--- config.mk ---
export PLATFORM = sky130hd
export DESIGN_NAME = wasm_core_flat
export DESIGN_NICKNAME = d
export VERILOG_FILES = /design/src/rtl/wasm_core_if.sv /design/src/rtl/wasm_core.sv /design/src/flat_wrapper.sv
export SDC_FILE = /design/constraint.sdc
export NUM_CORES = 2
export LEC_CHECK = 0
export CAP_MARGIN = 10
export CORE_ASPECT_RATIO = 1.2
export CORE_MARGIN = 4
export CORE_UTILIZATION = 65
export DETAILED_ROUTE_END_ITERATION = 8
export PLACE_DENSITY = 0.84
export SLEW_MARGIN = 20
export SYNTH_ARGS = -nofsm -noshare
export SYNTH_HDL_FRONTEND = slang
export SYNTH_SLANG_ARGS = --single-unit
--- constraint.sdc ---
create_clock -name clk -period 20 [get_ports clk]
set_clock_uncertainty 0.15 [all_clocks]
set_input_delay 4 -clock clk [delete_from_list [all_inputs] [get_ports clk]]
set_output_delay 4 -clock clk [all_outputs]
set_load 0.01 [all_outputs]
--- src/rtl/wasm_core_if.sv ---
// wasm_core_if: wide-read program ROM port between wasm_core (master) and genrom (slave).
interface wasm_core_if #(
    parameter int MEM_DEPTH = 4
);
    logic [MEM_DEPTH:0] mem_addr;
    logic [3:0]         mem_extra;
    logic [127:0]       mem_data;
    logic               mem_error;

    modport master (output mem_addr, mem_extra, input mem_data, mem_error);
    modport slave  (input mem_addr, mem_extra, output mem_data, mem_error);
endinterface

--- src/rtl/wasm_core.sv ---
// wasm_core: minimal WebAssembly stack-machine core, one instruction per FETCH/EXEC pair.
// Define WASM_CORE_BITWISE_EN to implement i32.and/or/xor (0x71-0x73); otherwise they trap.
module wasm_core #(
    parameter bit HAS_FPU     = 1'b1,
    parameter bit USE_64B     = 1'b1,
    parameter int MEM_DEPTH   = 4,
    parameter int STACK_DEPTH = 16
) (
    input  logic         clk,
    input  logic         reset,
    wasm_core_if.master  mem,
    output logic [63:0]  result,
    output logic [1:0]   result_type,
    output logic         result_empty,
    output logic [3:0]   trap
);
    localparam int AW  = MEM_DEPTH + 1;
    localparam int SPW = $clog2(STACK_DEPTH + 1);
    localparam int IW  = $clog2(STACK_DEPTH);
    localparam logic [1:0] T_I32 = 2'd0, T_I64 = 2'd1, T_F32 = 2'd2, T_F64 = 2'd3;

    typedef enum logic [1:0] {S_FETCH, S_EXEC, S_HALT, S_TRAP} state_t;

    state_t         state  = S_FETCH;
    logic [AW-1:0]  pc     = '0;
    logic [SPW-1:0] sp     = '0;
    logic [3:0]     trap_q = '0;
    logic [63:0]    stk_val [STACK_DEPTH];
    logic [1:0]     stk_ty  [STACK_DEPTH];

    logic [IW-1:0] top_i, nxt_i, wr_i;
    logic [63:0]   a, b, pv, leb_val;
    logic [1:0]    ta, tb, pt, pop_n;
    logic [3:0]    tc, len, leb_len;
    logic          push, halt, leb_done, leb_neg;

    assign top_i = IW'(sp - 1'b1);
    assign nxt_i = IW'(sp - 2'd2);
    assign wr_i  = IW'(sp - SPW'(pop_n));
    assign b  = stk_val[top_i];
    assign tb = stk_ty[top_i];
    assign a  = stk_val[nxt_i];
    assign ta = stk_ty[nxt_i];

    // Signed LEB128 scan over the immediate bytes; an unterminated window leaves leb_done low.
    always_comb begin
        leb_val  = '0;
        leb_len  = '0;
        leb_done = 1'b0;
        leb_neg  = 1'b0;
        for (int i = 0; i < 15; i++) begin
            if (!leb_done) begin
                leb_val  = leb_val | (64'(mem.mem_data[8*i+8 +: 7]) << (7 * i));
                leb_len  = 4'(i + 1);
                leb_done = !mem.mem_data[8*i+15];
                leb_neg  = mem.mem_data[8*i+14];
            end
        end
        if (leb_neg && leb_len < 4'd10) leb_val = leb_val | ({64{1'b1}} << (7 * leb_len));
    end

    function automatic logic [3:0] bin_tc(input logic [1:0] ty);
        return (sp < SPW'(2)) ? 4'd2 : (ta != ty || tb != ty) ? 4'd6 : 4'd0;
    endfunction

    always_comb begin
        tc    = 4'd0;
        len   = 4'd1;
        pop_n = 2'd0;
        push  = 1'b0;
        halt  = 1'b0;
        pv    = '0;
        pt    = T_I32;
        case (mem.mem_data[7:0])
            8'h00: tc = 4'd1;
            8'h01: ;
            8'h0B: halt = 1'b1;
            8'h1A: begin
                tc    = (sp == '0) ? 4'd2 : 4'd0;
                pop_n = 2'd1;
            end
            8'h41: begin
                tc   = (leb_done && leb_len <= 4'd5) ? 4'd0 : 4'd4;
                push = 1'b1;
                pv   = {32'd0, leb_val[31:0]};
                len  = leb_len + 4'd1;
            end
            8'h42: begin
                tc   = (USE_64B && leb_done && leb_len <= 4'd10) ? 4'd0 : 4'd4;
                push = 1'b1;
                pv   = leb_val;
                pt   = T_I64;
                len  = leb_len + 4'd1;
            end
            8'h43: begin
                tc   = HAS_FPU ? 4'd0 : 4'd4;
                push = 1'b1;
                pv   = {32'd0, mem.mem_data[39:8]};
                pt   = T_F32;
                len  = 4'd5;
            end
            8'h44: begin
                tc   = HAS_FPU ? 4'd0 : 4'd4;
                push = 1'b1;
                pv   = mem.mem_data[71:8];
                pt   = T_F64;
                len  = 4'd9;
            end
            8'h6A, 8'h6B: begin
                tc    = bin_tc(T_I32);
                pop_n = 2'd2;
                push  = 1'b1;
                pv    = {32'd0, mem.mem_data[0] ? a[31:0] - b[31:0] : a[31:0] + b[31:0]};
            end
`ifdef WASM_CORE_BITWISE_EN
            8'h71, 8'h72, 8'h73: begin
                tc    = bin_tc(T_I32);
                pop_n = 2'd2;
                push  = 1'b1;
                pv    = {32'd0, (mem.mem_data[1:0] == 2'd1) ? a[31:0] & b[31:0] :
                                (mem.mem_data[1:0] == 2'd2) ? a[31:0] | b[31:0] : a[31:0] ^ b[31:0]};
            end
`endif
            8'h7C, 8'h7D: begin
                tc    = USE_64B ? bin_tc(T_I64) : 4'd4;
                pop_n = 2'd2;
                push  = 1'b1;
                pv    = mem.mem_data[0] ? a - b : a + b;
                pt    = T_I64;
            end
            default: tc = 4'd4;
        endcase
        if (tc == 4'd0 && push && pop_n == 2'd0 && sp == SPW'(STACK_DEPTH)) tc = 4'd3;
        if (mem.mem_error) tc = 4'd5;
    end

    always_ff @(posedge clk) begin
        if (reset) begin
            state  <= S_FETCH;
            pc     <= '0;
            sp     <= '0;
            trap_q <= '0;
        end else begin
            case (state)
                S_FETCH: state <= S_EXEC;
                S_EXEC: begin
                    if (tc != 4'd0) begin
                        trap_q <= tc;
                        state  <= S_TRAP;
                    end else if (halt) begin
                        state <= S_HALT;
                    end else begin
                        pc <= pc + AW'(len);
                        sp <= sp - SPW'(pop_n) + SPW'(push);
                        if (push) begin
                            stk_val[wr_i] <= pv;
                            stk_ty[wr_i]  <= pt;
                        end
                        state <= S_FETCH;
                    end
                end
                default: ;
            endcase
        end
    end

    assign result_empty  = (sp == '0);
    assign result        = result_empty ? '0 : stk_val[top_i];
    assign result_type   = result_empty ? T_I32 : stk_ty[top_i];
    assign trap          = trap_q;
    assign mem.mem_addr  = pc;
    assign mem.mem_extra = 4'd15;
endmodule

--- src/flat_wrapper.sv ---
// flat-port wrapper written by rule: the top's interface ports become plain ports
module wasm_core_flat 
#(
    parameter bit HAS_FPU     = 1'b1,
    parameter bit USE_64B     = 1'b1,
    parameter int MEM_DEPTH   = 4,
    parameter int STACK_DEPTH = 16
)
  (clk, reset, result, result_type, result_empty, trap, mem_mem_addr, mem_mem_extra, mem_mem_data, mem_mem_error);
  wasm_core_if #(.MEM_DEPTH(MEM_DEPTH)) mem_i ();
  input  logic clk;
  input  logic reset;
  output logic [63:0] result;
  output logic [1:0] result_type;
  output logic result_empty;
  output logic [3:0] trap;
  output wire logic [$bits(mem_i.mem_addr)-1:0] mem_mem_addr;
  output wire logic [$bits(mem_i.mem_extra)-1:0] mem_mem_extra;
  input wire logic [$bits(mem_i.mem_data)-1:0] mem_mem_data;
  input wire logic [$bits(mem_i.mem_error)-1:0] mem_mem_error;
  assign mem_mem_addr = mem_i.mem_addr;
  assign mem_mem_extra = mem_i.mem_extra;
  assign mem_i.mem_data = mem_mem_data;
  assign mem_i.mem_error = mem_mem_error;
  wasm_core #(.HAS_FPU(HAS_FPU), .USE_64B(USE_64B), .MEM_DEPTH(MEM_DEPTH), .STACK_DEPTH(STACK_DEPTH)) u_core (.clk(clk), .reset(reset), .mem(mem_i), .result(result), .result_type(result_type), .result_empty(result_empty), .trap(trap));
endmodule
After elaboration in Yosys (flattened, before gate mapping)
Memory sizes are Yosys's and may differ from the RTL's.
Cells that the tools add are included.
{"block": "totals", "ff_bits": 16, "ram_bits": 1056, "out_inout_bits": 80, "word_cells": 171, "memories": 2}
{"memory": "u_core.stk_val", "depth": 16, "word_bits": 64, "read_ports": 2, "rd_ports_with_merged_regs": 0, "wr": 1, "line_no": "wasm_core.sv:28", "text": "logic [63:0] stk_val [STACK_DEPTH];"}
{"memory": "u_core.stk_ty", "depth": 16, "word_bits": 2, "read_ports": 2, "rd_ports_with_merged_regs": 0, "wr": 1, "line_no": "wasm_core.sv:29", "text": "logic [1:0] stk_ty [STACK_DEPTH];"}
{"block": "classes", "n_addsub": 10, "n_mul": 1, "magnitude_cmp": 4, "eq_ne": 15, "shift": 1, "mux": 81, "n_bitwise": 12, "n_reduce_logical": 41}
{"operator": "64-bit 2-to-1 mux", "count": 11}
{"operator": "64-bit case mux with 6 select lines", "count": 1}
{"operator": "64-bit OR", "count": 2}
{"operator": "4-bit 2-to-1 mux", "count": 17}
{"operator": "64-bit adder", "count": 1}
{"operator": "8-bit by 7-bit == test with 1-bit output, second input constant", "count": 8}
{"operator": "64-bit by 21-bit OR with 64-bit output", "count": 1}
{"operator": "64-bit by 28-bit OR with 64-bit output", "count": 1}
{"operator": "64-bit by 35-bit OR with 64-bit output", "count": 1}
{"operator": "64-bit by 42-bit OR with 64-bit output", "count": 1}
{"operator": "64-bit by 49-bit OR with 64-bit output", "count": 1}
{"operator": "64-bit by 56-bit OR with 64-bit output", "count": 1}
{"operator": "64-bit by 63-bit OR with 64-bit output", "count": 1}
{"operator": "64-bit by 7-bit left shift with 64-bit output, first input constant", "count": 1}
{"operator": "64-bit subtractor", "count": 1}
{"operator": "1-bit 2-to-1 mux", "count": 36}
{"operator": "32-bit adder", "count": 1}
{"operator": "32-bit 2-to-1 mux", "count": 1}
{"operator": "32-bit subtractor", "count": 1}
{"operator": "4-bit case mux with 7 select lines", "count": 1}
{"operator": "1-bit zero test", "count": 15}
{"operator": "14-bit 2-to-1 mux", "count": 1}
{"operator": "7-bit by 14-bit OR with 14-bit output", "count": 1}
{"operator": "3-bit 2-to-1 mux", "count": 4}
{"operator": "other kinds (36)", "count": 55}

Logic depth before layout (Yosys ltp)
{"block": "logic_depth", "ltp_word": 30, "mapped_depth": 36, "mapped_depth_nobuf": 27}

Worst setup path before layout
Ideal clock, no wire load.
{"block": "synth_timing", "path_kind": "input -> register", "start": "input port mem_mem_data[15]", "end": "memory u_core.stk_ty[8][0] (enable)", "t_arrival_ps": 10640, "required_time_ps": 19360, "path_slack_ps": 8720, "stages": 19, "n_path_buf": 5, "cell_sequence": "clkbuf_1 > and2_1 > clkbuf_1 > and4_1 > clkbuf_1 > and2_1 > clkbuf_1 > a2bb2oi_1 > a21oi_1 > a41oi_1 > ha_1 > o21ai_0 > a21boi_0 > o22ai_1 > nor4b_1 > and3_1 > buf_2 > nand4b_1 > nor2_1"}
{"block": "synth_via", "elab_chain_len": 30, "elab_cells_between_ends": 47, "cone_classes": "order compare: 2; mux: 37; reduce/logical: 8"}
{"element": "from (decl)", "line_no": "flat_wrapper.sv:19", "text": "input wire logic [$bits(mem_i.mem_data)-1:0] mem_mem_data;"}
{"element": "1-bit zero test", "line_no": "wasm_core.sv:55", "text": "leb_done = !mem.mem_data[8*i+15];"}
{"element": "1-bit 2-to-1 mux", "line_no": "wasm_core.sv:52", "text": "if (!leb_done) begin"}
{"element": "4-bit 2-to-1 mux / 1-bit 2-to-1 mux (equally long branches) (12 in series)", "line_no": "wasm_core.sv:52"}
{"element": "4-bit 2-to-1 mux", "line_no": "wasm_core.sv:52"}
{"element": "4-bit <= comparator / 4-bit by 3-bit <= comparator with 1-bit output (equally long branches)", "line_no": "wasm_core.sv:89, wasm_core.sv:83"}
{"element": "1-bit logical AND (on tied branches)", "line_no": "wasm_core.sv:89, wasm_core.sv:83"}
{"element": "3-bit 2-to-1 mux (on tied branches)", "line_no": "wasm_core.sv:89, wasm_core.sv:83"}
{"element": "4-bit case mux with 7 select lines *", "line_no": "wasm_core.sv:74", "text": "case (mem.mem_data[7:0])"}
{"element": "4-bit zero test", "line_no": "wasm_core.sv:133", "text": "if (tc == 4'd0 && push && pop_n == 2'd0 && sp == SPW'(STACK_DEPTH)) tc = 4'd3;"}
{"element": "1-bit logical AND (3 in series)", "line_no": "wasm_core.sv:133"}
{"element": "4-bit 2-to-1 mux *", "line_no": "wasm_core.sv:133"}
{"element": "4-bit 2-to-1 mux *", "line_no": "wasm_core.sv:134", "text": "if (mem.mem_error) tc = 4'd5;"}
{"element": "4-bit nonzero test *", "line_no": "wasm_core.sv:147", "text": "if (tc != 4'd0) begin"}
{"element": "1-bit 2-to-1 mux *", "line_no": "wasm_core.sv:147"}
{"element": "1-bit 2-to-1 mux *", "line_no": "wasm_core.sv:144", "text": "case (state)"}
{"element": "1-bit 2-to-1 mux *", "line_no": "wasm_core.sv:138", "text": "if (reset) begin"}
{"element": "1-bit 2-to-1 mux (implied by the code) *", "line_no": "wasm_core.sv:157", "text": "stk_ty[wr_i] <= pt;"}
{"element": "to (decl)", "line_no": "wasm_core.sv:29"}
Every way passes the cells marked *; elsewhere a longest branch is shown, timed or not.

Final worst setup path
{"block": "layout_timing", "start": "input port mem_mem_data[23]", "end": "memory u_core.stk_val[11][7] (enable)"}
{"block": "layout_via", "elab_chain_len": 30, "elab_cells_between_ends": 46, "cone_classes": "order compare: 2; mux: 36; reduce/logical: 8"}
{"element": "1-bit zero test *", "line_no": "wasm_core.sv:55"}
{"element": "1-bit 2-to-1 mux *", "line_no": "wasm_core.sv:52"}
{"element": "4-bit 2-to-1 mux / 1-bit 2-to-1 mux (equally long branches) (12 in series)", "line_no": "wasm_core.sv:52"}
{"element": "4-bit 2-to-1 mux", "line_no": "wasm_core.sv:52"}
{"element": "4-bit <= comparator / 4-bit by 3-bit <= comparator with 1-bit output (equally long branches)", "line_no": "wasm_core.sv:89, wasm_core.sv:83"}
{"element": "1-bit logical AND (on tied branches)", "line_no": "wasm_core.sv:89, wasm_core.sv:83"}
{"element": "3-bit 2-to-1 mux (on tied branches)", "line_no": "wasm_core.sv:89, wasm_core.sv:83"}
{"element": "4-bit case mux with 7 select lines *", "line_no": "wasm_core.sv:74"}
{"element": "4-bit zero test", "line_no": "wasm_core.sv:133"}
{"element": "1-bit logical AND (3 in series)", "line_no": "wasm_core.sv:133"}
{"element": "4-bit 2-to-1 mux *", "line_no": "wasm_core.sv:133"}
{"element": "4-bit 2-to-1 mux *", "line_no": "wasm_core.sv:134"}
{"element": "4-bit nonzero test *", "line_no": "wasm_core.sv:147"}
{"element": "1-bit 2-to-1 mux *", "line_no": "wasm_core.sv:147"}
{"element": "1-bit 2-to-1 mux *", "line_no": "wasm_core.sv:144"}
{"element": "1-bit 2-to-1 mux *", "line_no": "wasm_core.sv:138"}
{"element": "1-bit 2-to-1 mux (implied by the code) *", "line_no": "wasm_core.sv:156", "text": "stk_val[wr_i] <= pv;"}
{"element": "to (decl)", "line_no": "wasm_core.sv:28"}
Marked as above.

==> run metrics <==
routed len/inst 39.3 µm; CP Capture Type flip-flop; Synth Instances 3,389; Final Setup Violations 0; DP Area 0.0599 mm²; initial DRC count 6,059; drt total wl 187,000 µm; WHS Path Cells 2; WHS Endpoint u_core.trap[0]; failing checks design-rule violations; CTS sink count 1,071; CTS root buf clkbuf_16; switching share of power 21.7%; grt met1 use 52.5%; number of gates resized after cts 0; Worst EP required 20.15 ns; R2R depth 23; die width 278 µm; number of max-slew violations in the final report 0; Starting Density 65.7%; Yosys top cell area share 55.7%; area of the multi-input gates 0.0239 mm²; met3 Use GR 8.98%; vias in the first global route 38,700; Yosys reg bits 1,071; final hold viol count 0; Worst-path clk slew 0.06 ns; Sequential Power Share 53.4%; sequential area share after synthesis 56.3%; HP Class flip-flop to flip-flop; Crit Path Category primary input to flip-flop; Place WS 6.97 ns; Routed Antenna Nets 0; Fill cells 5,006; cts hold-fix bufs 0; post-DP HPWL 116,000 µm; # IOs 211; Final Cycle Share 62.9%; Skew-Pair Late Insertion Delay 0.69 ns; pwr/cell area 72.1 mW/mm²; Startpoint Class primary input; Yosys top cell by area edfxtp_1; Combinational Power Share 4.6%; worst reg2reg endpoint u_core.stk_val[15][63]; outcome finished, violations left; Bufs on Longest Clock Path 3; Core Util, Final 73.1%; HP Start u_core.trap[0]; critical path data arrival time 12.73 ns; Sw Pwr 0.991 mW; post-synthesis cell area 0.0569 mm²; gr usage total 40.5%; synth warn 0; final worst slack 7.42 ns; Slew headroom 17.5%; Final nets 3,760; RSZ-0062 raised after global routing false; total grt overflow 0; Num CTS Buffers 100; final instance area 0.0633 mm²; CTS tree yes; top cells by area, synth edfxtp_1, mux4_2, ha_1, xnor2_1, a21oi_1; number of port buffers 170; full die area 0.0923 mm²; top-count cell post-synth edfxtp_1; DIE HEIGHT 332 µm; Max Fclk 79.5 MHz; Clk pwr share 42.0%; ys async rst share 0%; Leak 20.0 nW; layout cells sized above 1 26.6%; TritonRoute pass-1 iters 9; routing usage on met2 64.0%; final worst path period need 12.58 ns; most instantiated cells after synthesis edfxtp_1, mux4_2, nand2_1; Post CTS Setup Buffer Count 0; Hold Worst Slack 0.310 ns; synthesis-to-layout area growth 11.2%; H-tree lvl count 3; worst reg2reg path startpoint u_core.sp[1]; Pint 3.57 mW; post-DR vias/cell 7.96; largest net degree at the start of global routing 127; post-synth cell types 79; Core Footprint 0.0865 mm²; worst vdd rail ir drop 0.0000956 V; flop-to-flop setup slack 8.64 ns; initial antenna violation count 11; Vias 37,900; num rows 118; max-cap viol count 0; Primary FF master, synth edfxtp_1; syn_area_per_cell 16.8 µm²; EDFF count, synth 1,056; first-pass GRT wire length 270,000 µm; # DRC 1; total negative slack 0 ns; Top Usage Layer GRT met2; RD Place Congestion 1.01; crit-path max FO 45; slew at the pin closest to its max-slew limit 1.23 ns; register area 0.0320 mm²
-- metal layers --
layer	routed length, µm	part of all wire (%)
met3	23100	12
met5	61	0.033
met4	14500	7.8
met1	60400	32
met2	88900	48
-- layout make-up --
| cell class | count | share of cell area (%) |
|---|---|---|
| timing repair buffer | 269 | 3.93 |
| inverter | 51 | 0.303 |
| sequential | 1071 | 50.6 |
| clock inverter | 57 | 0.912 |
| antenna | 6 | 0.0237 |
| tap | 1140 | 2.25 |
| clock buffer | 126 | 4.22 |
| multi-input combinational | 2039 | 37.8 |
-- how the worst max path moves through the flow --
stage,from,end,cells past startpoint
after CTS,mem_mem_data[23],u_core.stk_val[10][15],16
final,mem_mem_data[23],u_core.stk_val[11][7],16
after global placement,mem_mem_data[23],u_core.stk_val[10][44],16
after global routing,mem_mem_data[23],u_core.stk_val[9][7],16
after detailed placement,mem_mem_data[23],u_core.stk_val[11][44],16
after floorplan,mem_mem_data[15],u_core.stk_ty[8][0],19
-- cells by family after synthesis --
family | synth area share [%]
AO/OA/AOI/OAI | 5.52
XOR/XNOR | 2.14
adder cells (fa/ha/maj) | 2.23
buffers and inverters | 2.33
flip-flops | 56.3
multiplexers | 26.1
other | 0.0132
AND/OR/NAND/NOR | 5.38
-- state kept, by name (all words and copies together) (netlist names) --
name,count
u_core.stk_val,1024
u_core.stk_ty,32
u_core.mem.mem_addr,5
u_core.sp,5
u_core.trap,3
u_core.state,2
-- cells in the final DEF, fill, tap and decap left out, types with 9 or more instances in the layout --
master | netlist | final
clkdlybuf4s50_1 | 0 | 169
nor3_1 | 36 | 36
edfxtp_1 | 1056 | 1056
xor2_1 | 37 | 34
mux2i_1 | 28 | 28
nor4_1 | 15 | 15
nand4_1 | 31 | 31
nand2b_1 | 21 | 21
xnor2_1 | 102 | 100
o21bai_1 | 15 | 15
a221o_1 | 13 | 13
a31oi_1 | 27 | 27
o21a_1 | 12 | 12
mux4_2 | 642 | 642
clkbuf_1 | 133 | 20
nor2_4 | 0 | 17
nor2_1 | 171 | 153
a21o_1 | 42 | 42
nand3_1 | 35 | 35
bufinv_16 | 0 | 9
buf_4 | 15 | 89
and3_1 | 11 | 11
nor2b_1 | 66 | 66
clkinv_1 | 0 | 20
a21oi_1 | 165 | 164
nand2_1 | 175 | 175
clkbuf_16 | 0 | 101
o221ai_2 | 1 | 13
o21ai_0 | 94 | 84
dfxtp_1 | 15 | 13
inv_1 | 51 | 51
and2_1 | 18 | 18
ha_1 | 90 | 88
clkinv_2 | 0 | 15
a22oi_1 | 21 | 21
-- power groups by stage --
| stage | clock network [mW] | logic [mW] | registers, mW |
|---|---|---|---|
| floorplan | 0 | 0.110 | 2.48 |
| global placement | 0 | 0.192 | 2.48 |
| detailed placement | 0 | 0.194 | 2.48 |
| CTS | 1.92 | 0.196 | 2.43 |
| global route | 2.03 | 0.216 | 2.43 |
| finish | 1.92 | 0.208 | 2.43 |
-- critical path, stage by stage --
cell             delay, ns
clkdlybuf4s50_1       0.86
and2_1                0.53
and4_1                0.48
and2_1                0.74
inv_1                 0.30
o21ai_0               0.85
inv_1                 0.26
ha_1                  0.28
o31a_1                0.12
o21ai_0               0.22
a21o_1                0.27
nor4b_1               0.51
and3_1                0.69
nand4_1               0.52
nor2_4                1.06
buf_4                 0.93
-- through the flow --
step	cells	power (mW)
finish	4759	4.56
global route	4753	4.68
CTS	4749	4.55
detailed placement	4566	2.68
global placement	4562	2.68
floorplan	3392	2.59
(Power assumes the default switching activity.)
